[config.mk]
export PLATFORM = sky130hd
export DESIGN_NAME = irq_ctrl_multi
export DESIGN_NICKNAME = d
export VERILOG_FILES = /design/src/rtl/irq_ctrl_multi.sv
export SDC_FILE = /design/constraint.sdc
export NUM_CORES = 1
export LEC_CHECK = 0
export CORE_ASPECT_RATIO = 0.7
export CORE_UTILIZATION = 30
export CTS_BUF_LIST = sky130_fd_sc_hd__clkbuf_8
export CTS_CLUSTER_SIZE = 40
export DETAILED_ROUTE_END_ITERATION = 7
export GPL_ROUTABILITY_DRIVEN = 0
export GPL_TIMING_DRIVEN = 0
export PLACE_DENSITY_LB_ADDON = 0.12
export SETUP_SLACK_MARGIN = 0.02
export SLEW_MARGIN = 5
export SYNTH_ARGS = -nofsm -noshare
export SYNTH_HDL_FRONTEND = slang
export SYNTH_SLANG_ARGS = --single-unit
[constraint.sdc]
create_clock -name clk_i -period 1.9 [get_ports clk_i]
set_input_delay 0.285 -clock clk_i [delete_from_list [all_inputs] [get_ports clk_i]]
set_output_delay 0.285 -clock clk_i [all_outputs]
set_load 0.005 [all_outputs]
[src/rtl/irq_ctrl_multi.sv]
// N-channel interrupt controller: latches edge/level requests, arbitrates one winner, tracks one handler.
// Optional macro IRQ_PRIO_RR_EN selects round-robin arbitration instead of fixed lowest-index priority.
module irq_ctrl_multi #(
   parameter int                N_IRQ      = 16,
   parameter int                CAUSE_BASE = 16,
   parameter logic [N_IRQ-1:0]  EDGE_MASK  = '0
) (
   input  logic               clk_i,
   input  logic               rst_ni,
   input  logic [N_IRQ-1:0]   irq_req_i,
   input  logic [N_IRQ-1:0]   mie_i,
   input  logic               gie_i,
   input  logic               exception_i,
   input  logic               mret_i,
   input  logic               stall_i,
   output logic               irq_o,
   output logic [31:0]        irq_cause_o,
   output logic [N_IRQ-1:0]   irq_ret_o,
   output logic               busy_o
);
   localparam int IW = (N_IRQ > 1) ? $clog2(N_IRQ) : 1;
   localparam int CW = IW + 1;

   typedef enum logic {IDLE = 1'b0, BUSY = 1'b1} state_e;

   state_e             state_q, state_d;
   logic [N_IRQ-1:0]   req_q, pend_q, pend_d;
   logic [N_IRQ-1:0]   rise, request, eligible, win_oh;
   logic [IW-1:0]      act_idx_q, act_idx_d, win_idx, start_idx;
   logic [CW-1:0]      cand;
   logic               any_elig, accept, found;

   function automatic logic [31:0] code(input logic [IW-1:0] idx);
      return {1'b1, 31'(CAUSE_BASE + int'(idx))};
   endfunction

   assign rise     = irq_req_i & ~req_q & EDGE_MASK;
   assign request  = (pend_q & EDGE_MASK) | (irq_req_i & ~EDGE_MASK);
   assign eligible = request & mie_i & {N_IRQ{gie_i}};
   assign any_elig = |eligible;
   assign accept   = (state_q == IDLE) && any_elig && !exception_i && !stall_i;

`ifdef IRQ_PRIO_RR_EN
   logic [IW-1:0] last_idx_q;

   always_ff @(posedge clk_i or negedge rst_ni) begin
      if (!rst_ni)     last_idx_q <= IW'(N_IRQ - 1);
      else if (accept) last_idx_q <= win_idx;
   end

   assign start_idx = (last_idx_q == IW'(N_IRQ - 1)) ? '0 : last_idx_q + 1'b1;
`else
   assign start_idx = '0;
`endif

   // Wrapping search from start_idx; with start_idx = 0 this is plain lowest-index priority.
   always_comb begin
      win_idx = '0;
      found   = 1'b0;
      cand    = '0;
      win_oh  = '0;
      for (int k = 0; k < N_IRQ; k++) begin
         cand = {1'b0, start_idx} + CW'(k);
         if (cand >= CW'(N_IRQ)) cand = cand - CW'(N_IRQ);
         if (!found && eligible[cand[IW-1:0]]) begin
            win_idx = cand[IW-1:0];
            found   = 1'b1;
         end
      end
      win_oh[win_idx] = 1'b1;
   end

   // A fresh edge in the clearing cycle re-sets the bit, so the edge is never lost.
   always_comb begin
      pend_d    = (pend_q & ~(accept ? (win_oh & EDGE_MASK) : '0)) | rise;
      act_idx_d = accept ? win_idx : act_idx_q;
   end

   always_ff @(posedge clk_i or negedge rst_ni) begin
      if (!rst_ni) begin
         state_q   <= IDLE;
         req_q     <= '0;
         pend_q    <= '0;
         act_idx_q <= '0;
      end else begin
         state_q   <= state_d;
         req_q     <= irq_req_i;
         pend_q    <= pend_d;
         act_idx_q <= act_idx_d;
      end
   end

   always_comb begin
      state_d = state_q;
      case (state_q)
         IDLE:    if (accept) state_d = BUSY;
         BUSY:    if (mret_i && !stall_i) state_d = IDLE;
         default: state_d = IDLE;
      endcase
   end

   always_comb begin
      irq_o       = 1'b0;
      irq_cause_o = '0;
      irq_ret_o   = '0;
      busy_o      = 1'b0;
      case (state_q)
         IDLE: begin
            irq_o = any_elig && !exception_i;
            if (any_elig) irq_cause_o = code(win_idx);
         end
         BUSY: begin
            busy_o      = 1'b1;
            irq_cause_o = code(act_idx_q);
            if (mret_i && !stall_i) irq_ret_o[act_idx_q] = 1'b1;
         end
         default: ;
      endcase
   end

endmodule

==> out/results.txt, run 1 <==
Syn Inst Count: 130
P_leak: 1.12 nW
sequential fraction of the synthesis area: 14.0%
# diodes: 0
final instance area: 0.00192 mm^2
Highest Clock Rate: 498 MHz
Clock Path Buffers: 2
CTS clk-pin slew, worst paths: 0.04 ns
number of DRC markers in iteration 0: 76
RSZ-0062 raised after global routing: true
Inserted Clock Buffers: 3
ys async rst share: 100%
worst hold-check path type: in2async
Power Dens Cells: 522 mW/mm^2
I/O pin count: 88
fin cells: 271
critical path buffer and inverter count: 2
antenna violations before repair: 0
vias in the first global route: 1171
Rows: 16
Reg2Reg Depth: 4
CTS Root Cell: clkbuf_8
share of cells above drive strength 1: 52.3%
routed via count: 1330
Worst path max stage delay: 0.35 ns
Net Sw Frac: 39.6%
Congestion Overflow GR: 0
#FFs+latches synth: 5
Worst EP arrival: 1.72 ns
area growth from synthesis to layout: 115%
Net Switching: 396 uW
full die area: 0.00319 mm^2
DR WL/cell: 13.3 um
Post-Route WL: 3.60 mm
violated checks: setup timing
crit path capture type: output port
pre-CTS WS: -0.846 ns
crit path cell chain: buf_8, a222oi_1, o21ai_1, a32o_1, a32o_2, a22o_4, buf_6
Vias per Instance: 4.91
status: complete, but fails checks
yosys synthesis warning count: 0
crit path time final: 2.01 ns
global-route wire length before repair: 4.98 mm
slack of the critical path: -0.107 ns
slowest CP cell: a222oi_1
Nets: 274
Mean Syn Cell Area: 6.85 um^2
# setup viols final: 1
P_int: 605 uW
port bufs: 60
Placed Area: 0.00163 mm^2
GR Util All Layers: 21.1%
fillcell total: 240
CTS sink cnt: 5
clock skew: 0.00274 ns
final-report hold violation count: 0
Clock Power Share: 20.1%
Combinational Power Share: 57.7%
DRT antenna net count: 0
Die Wd: 67.1 um
Final Util: 68.4%
Fin Setup TNS: -0.107 ns
fin crit share: 106%
max-capacitance violation count: 0
Hold Slack: 0.288 ns
delay-heaviest family, CP: compound AO/OA/AOI/OAI gates
number of remaining DRC errors: 0
power share of the sequential group: 22.2%
VDD IR max: 245 uV
placed cells: 251
Final Max Tran Viols: 0
Synth Flop Type: dfrtp_1
hpwl dp: 2.40 mm
largest net degree at the start of global routing: 11
Post-synth EDFFs: 0
Cell Area, Synth: 891 um^2
Pre-Repair DR Iteration Count: 4
CTS H-tree lvls: 1
core area: 0.00280 mm^2
register area: 130 um^2
CP Launch Type: input port
CTS tree: built
Die Y-Extent: 47.6 um
unique cell type count in the Yosys netlist: 31
critical path fanouts, max: 3
initial cell density of the core: 31.8%
Worst-Skew Late Latency: 0.23 ns
Power Total: 1.00 mW
critical path depth: 7
crit path kind: in2out
footprint of the multi-input gates: 838 um^2
CP required: 1.62 ns
[flip-flops by register name, summed over array words and instances, names as in the netlist]
register,count
act_idx_q,4
state_q,1
[cells by family after synthesis]
| kind of cell | count (synthesis) | share of synthesized area (%) |
|---|---|---|
| other | 1 | 0.421 |
| muxes | 3 | 3.79 |
| and+or+nand+nor | 56 | 28.7 |
| AOI/OAI and AO/OA | 33 | 27.8 |
| buffers and inverters | 32 | 25.3 |
| DFF | 5 | 14.0 |
[placed cells by master, fill, tap and decap left out, types with 3 or more instances in the layout]
cell type / n
nor2_4: 3
mux2_2: 3
nand4_1: 3
nor2_1: 14
nor3_1: 5
a21oi_1: 5
buf_2: 14
dlymetal6s2s_1: 10
a22o_1: 4
nand2b_4: 3
dfrtp_2: 4
buf_4: 45
clkdlybuf4s15_1: 5
nand2_1: 15
clkdlybuf4s50_1: 3
dlygate4sd2_1: 11
a22oi_2: 8
clkbuf_8: 4
clkbuf_2: 12
buf_6: 4
conb_1: 26
[metal layers]
| metal | share of wire [%] | global-route usage (%) | vias up |
|---|---|---|---|
| li1 | - | - | 631 |
| met3 | 9.4 | 7.38 | 17 |
| met1 | 38 | 22.9 | 596 |
| met5 | 0 | 0 | - |
| met4 | 3.0 | 7.23 | 0 |
| met2 | 50 | 39.2 | 86 |
[power by group through the flow]
stage	registers (mW)	logic, mW	clock network [mW]
final	0.223	0.577	0.201
after global routing	0.229	0.622	0.208
after CTS	0.207	0.488	0.202
after detailed placement	0.167	0.465	0
after global placement	0.166	0.454	0
after floorplan	0.161	0.263	0
[cell type report]
class | instances | area share (%)
tap | 36 | 2.35
inverter | 1 | 0.196
clock buffer | 3 | 2.15
sequential | 5 | 6.79
clock inverter | 1 | 0.196
multi-input combinational | 118 | 43.7
buffer | 29 | 11.7
timing repair buffer | 78 | 32.9
[repair_timing]
action / in CTS / in global routing
pin swaps: 27 / 17
endpoints found under the setup margin: 26 / 16
hold buffers: 0 / 0
setup buffers: 14 / 4
gates resized for setup: 142 / 57
[path summary, 6_finish.rpt]
check                             startpoint              to  slack [ns]
worst min register to register  act_idx_q[0]    act_idx_q[0]        0.61
min in group clk_i                    mret_i         state_q        0.54
worst max-delay path            irq_req_i[3]  irq_cause_o[0]       -0.11
max in group asynchronous             rst_ni    act_idx_q[0]        1.39
worst max register to register       state_q    act_idx_q[1]        0.35
worst min-delay path                  rst_ni         state_q        0.29
[cells in the mapped netlist (2+ instances only)]
| library cell | number | area (um^2) |
|---|---|---|
| a21oi_1 | 6 | 30.0 |
| a22o_1 | 4 | 35.0 |
| a22oi_1 | 8 | 60.1 |
| a32o_1 | 2 | 20.0 |
| a32oi_1 | 2 | 17.5 |
| a41oi_1 | 2 | 17.5 |
| buf_4 | 28 | 210 |
| clkbuf_1 | 3 | 11.3 |
| dfrtp_1 | 5 | 125 |
| mux2_2 | 3 | 33.8 |
| nand2_1 | 16 | 60.1 |
| nand2b_1 | 5 | 31.3 |
| nand3_1 | 2 | 10.0 |
| nand4_1 | 3 | 18.8 |
| nor2_1 | 18 | 67.6 |
| nor2b_1 | 2 | 12.5 |
| nor3_1 | 7 | 35.0 |
Power figures use the tool's default switching activity.
==> run 2: changes to the inputs <==
--- a/config.mk
+++ b/config.mk
@@ -8,10 +8,11 @@
 export CORE_ASPECT_RATIO = 0.7
 export CORE_UTILIZATION = 30
 export CTS_BUF_LIST = sky130_fd_sc_hd__clkbuf_8
-export CTS_CLUSTER_SIZE = 40
+export CTS_CLUSTER_SIZE = 14
 export DETAILED_ROUTE_END_ITERATION = 7
 export GPL_ROUTABILITY_DRIVEN = 0
 export GPL_TIMING_DRIVEN = 0
+export MAX_ROUTING_LAYER = met4
 export PLACE_DENSITY_LB_ADDON = 0.12
 export SETUP_SLACK_MARGIN = 0.02
 export SLEW_MARGIN = 5
==> run 2 against run 1 <==
  * The run still ends with setup timing left
  * Register-to-register slack about the same
  * Wire length increased by 1.0%
  * Hold slack got worse by 0.0072 ns
  * First-iteration DRC count increased by 13%
  * Clock-buffer cell count unchanged
  * Setup slack got worse by 0.0032 ns
  * Design area unchanged
  * Total power increased by 0.51%
  * Cell count unchanged
  * Maximum frequency decreased by 0.16%
  * Flip-flop and latch count unchanged
  * Clock power about the same
  * Critical endpoint unchanged
  * Largest cell class unchanged
==> out/results.txt, run 2 (synthesized netlist as in run 1, its figures left out) <==
number of DRC markers in iteration 0: 86
Clock Power Share: 20.3%
Congestion Overflow GR: 0
share of cells above drive strength 1: 52.3%
placed cells: 251
largest registers: act_idx_q x4, state_q x1
largest net degree at the start of global routing: 11
Worst-Skew Late Latency: 0.23 ns
routed via count: 1342
CP required: 1.62 ns
CTS tree: built
slack of the critical path: -0.110 ns
fin cells: 271
Nets: 274
port bufs: 60
global-route wire length before repair: 4.98 mm
Rows: 16
Inserted Clock Buffers: 3
final instance area: 0.00192 mm^2
Post-Route WL: 3.64 mm
Final Util: 68.4%
CP Launch Type: input port
number of remaining DRC errors: 0
RSZ-0062 raised after global routing: true
Top reg by flops: act_idx_q
pre-CTS WS: -0.846 ns
# setup viols final: 1
most frequent cells in the layout: 45 x buf_4, 26 x conb_1, 15 x nand2_1, 14 x nor2_1, 14 x buf_2
Clock Path Buffers: 2
Net Switching: 401 uW
fillcell total: 240
most common cell after layout, fill and taps aside: buf_4
worst hold-check path type: in2async
CTS clk-pin slew, worst paths: 0.04 ns
Vias per Instance: 4.95
core area: 0.00280 mm^2
power share of the sequential group: 22.3%
critical path fanouts, max: 3
CTS sink cnt: 5
crit path kind: in2out
Power Total: 1.01 mW
initial cell density of the core: 31.8%
Hold Slack: 0.281 ns
VDD IR max: 246 uV
P_int: 605 uW
Highest Clock Rate: 497 MHz
final-report hold violation count: 0
Worst EP arrival: 1.73 ns
Die Wd: 67.1 um
full die area: 0.00319 mm^2
violated checks: setup timing
DR WL/cell: 13.4 um
Die Y-Extent: 47.6 um
fin crit share: 106%
# diodes: 0
max FFs per register: 4
GR Util All Layers: 21.8%
I/O pin count: 88
clock skew: 0.00467 ns
crit path time final: 2.01 ns
Net Sw Frac: 39.8%
max-capacitance violation count: 0
CTS H-tree lvls: 1
Final Max Tran Viols: 0
Fin Setup TNS: -0.110 ns
Placed Area: 0.00163 mm^2
Pre-Repair DR Iteration Count: 4
CTS Root Cell: clkbuf_8
Combinational Power Share: 57.4%
area growth from synthesis to layout: 115%
hpwl dp: 2.40 mm
antenna violations before repair: 0
Power Dens Cells: 525 mW/mm^2
vias in the first global route: 1170
crit path capture type: output port
DRT antenna net count: 0
status: complete, but fails checks
P_leak: 1.12 nW
run 2: cell counts in the layout (fill, tap and decap cells not counted):
No cell type changed its count.
run 2: repair_timing:
action / 4_1_cts / 5_1_grt
gates cloned: 0 / 0
setup endpoints to repair: 26 / 16
gates resized for setup: 142 / 57
setup buffers: 14 / 4
pin swaps: 27 / 17
hold buffers: 0 / 0
run 2: power by group through the flow:
stage	clock network [mW]	registers (mW)	logic [mW]
2_1_floorplan	0	0.161	0.263
3_3_place_gp	0	0.166	0.454
3_5_place_dp	0	0.167	0.465
4_1_cts	0.202	0.207	0.488
5_1_grt	0.208	0.229	0.622
6_report	0.204	0.225	0.577
run 2: critical path: stages:
cell and delay (ns):
buf_8 0.10, a222oi_1 0.35, o21ai_1 0.12, a32o_1 0.26, a32o_2 0.28, a22o_4 0.22, buf_6 0.11
run 2: path summary, 6_finish.rpt:
path	depth (start not counted)	slack (ns)	from	endpoint
min	1	0.28	rst_ni	state_q
min reg2reg	1	0.62	act_idx_q[0]	act_idx_q[0]
max in group asynchronous	1	1.40	rst_ni	act_idx_q[0]
min in group clk_i	4	0.54	mret_i	state_q
max reg2reg	4	0.34	state_q	act_idx_q[1]
max	7	-0.11	irq_req_i[3]	irq_cause_o[0]
run 2: layout make-up:
class	instances	area [um^2]	share of cell area, %
sequential	5	130	6.79
inverter	1	3.75	0.196
buffer	29	224	11.7
clock inverter	1	3.75	0.196
timing repair buffer	78	631	32.9
tap	36	45.0	2.35
clock buffer	3	41.3	2.15
multi-input combinational	118	838	43.7
run 2: per-layer routing:
layer / wire, um / vias to the layer above / track usage, %
met2: 1790 / 91 / 39.2
met4: 97 / 0 / 7.23
met3: 374 / 18 / 7.14
li1: - / 632 / -
met1: 1380 / 601 / 23.0
met5: 0 / - / -
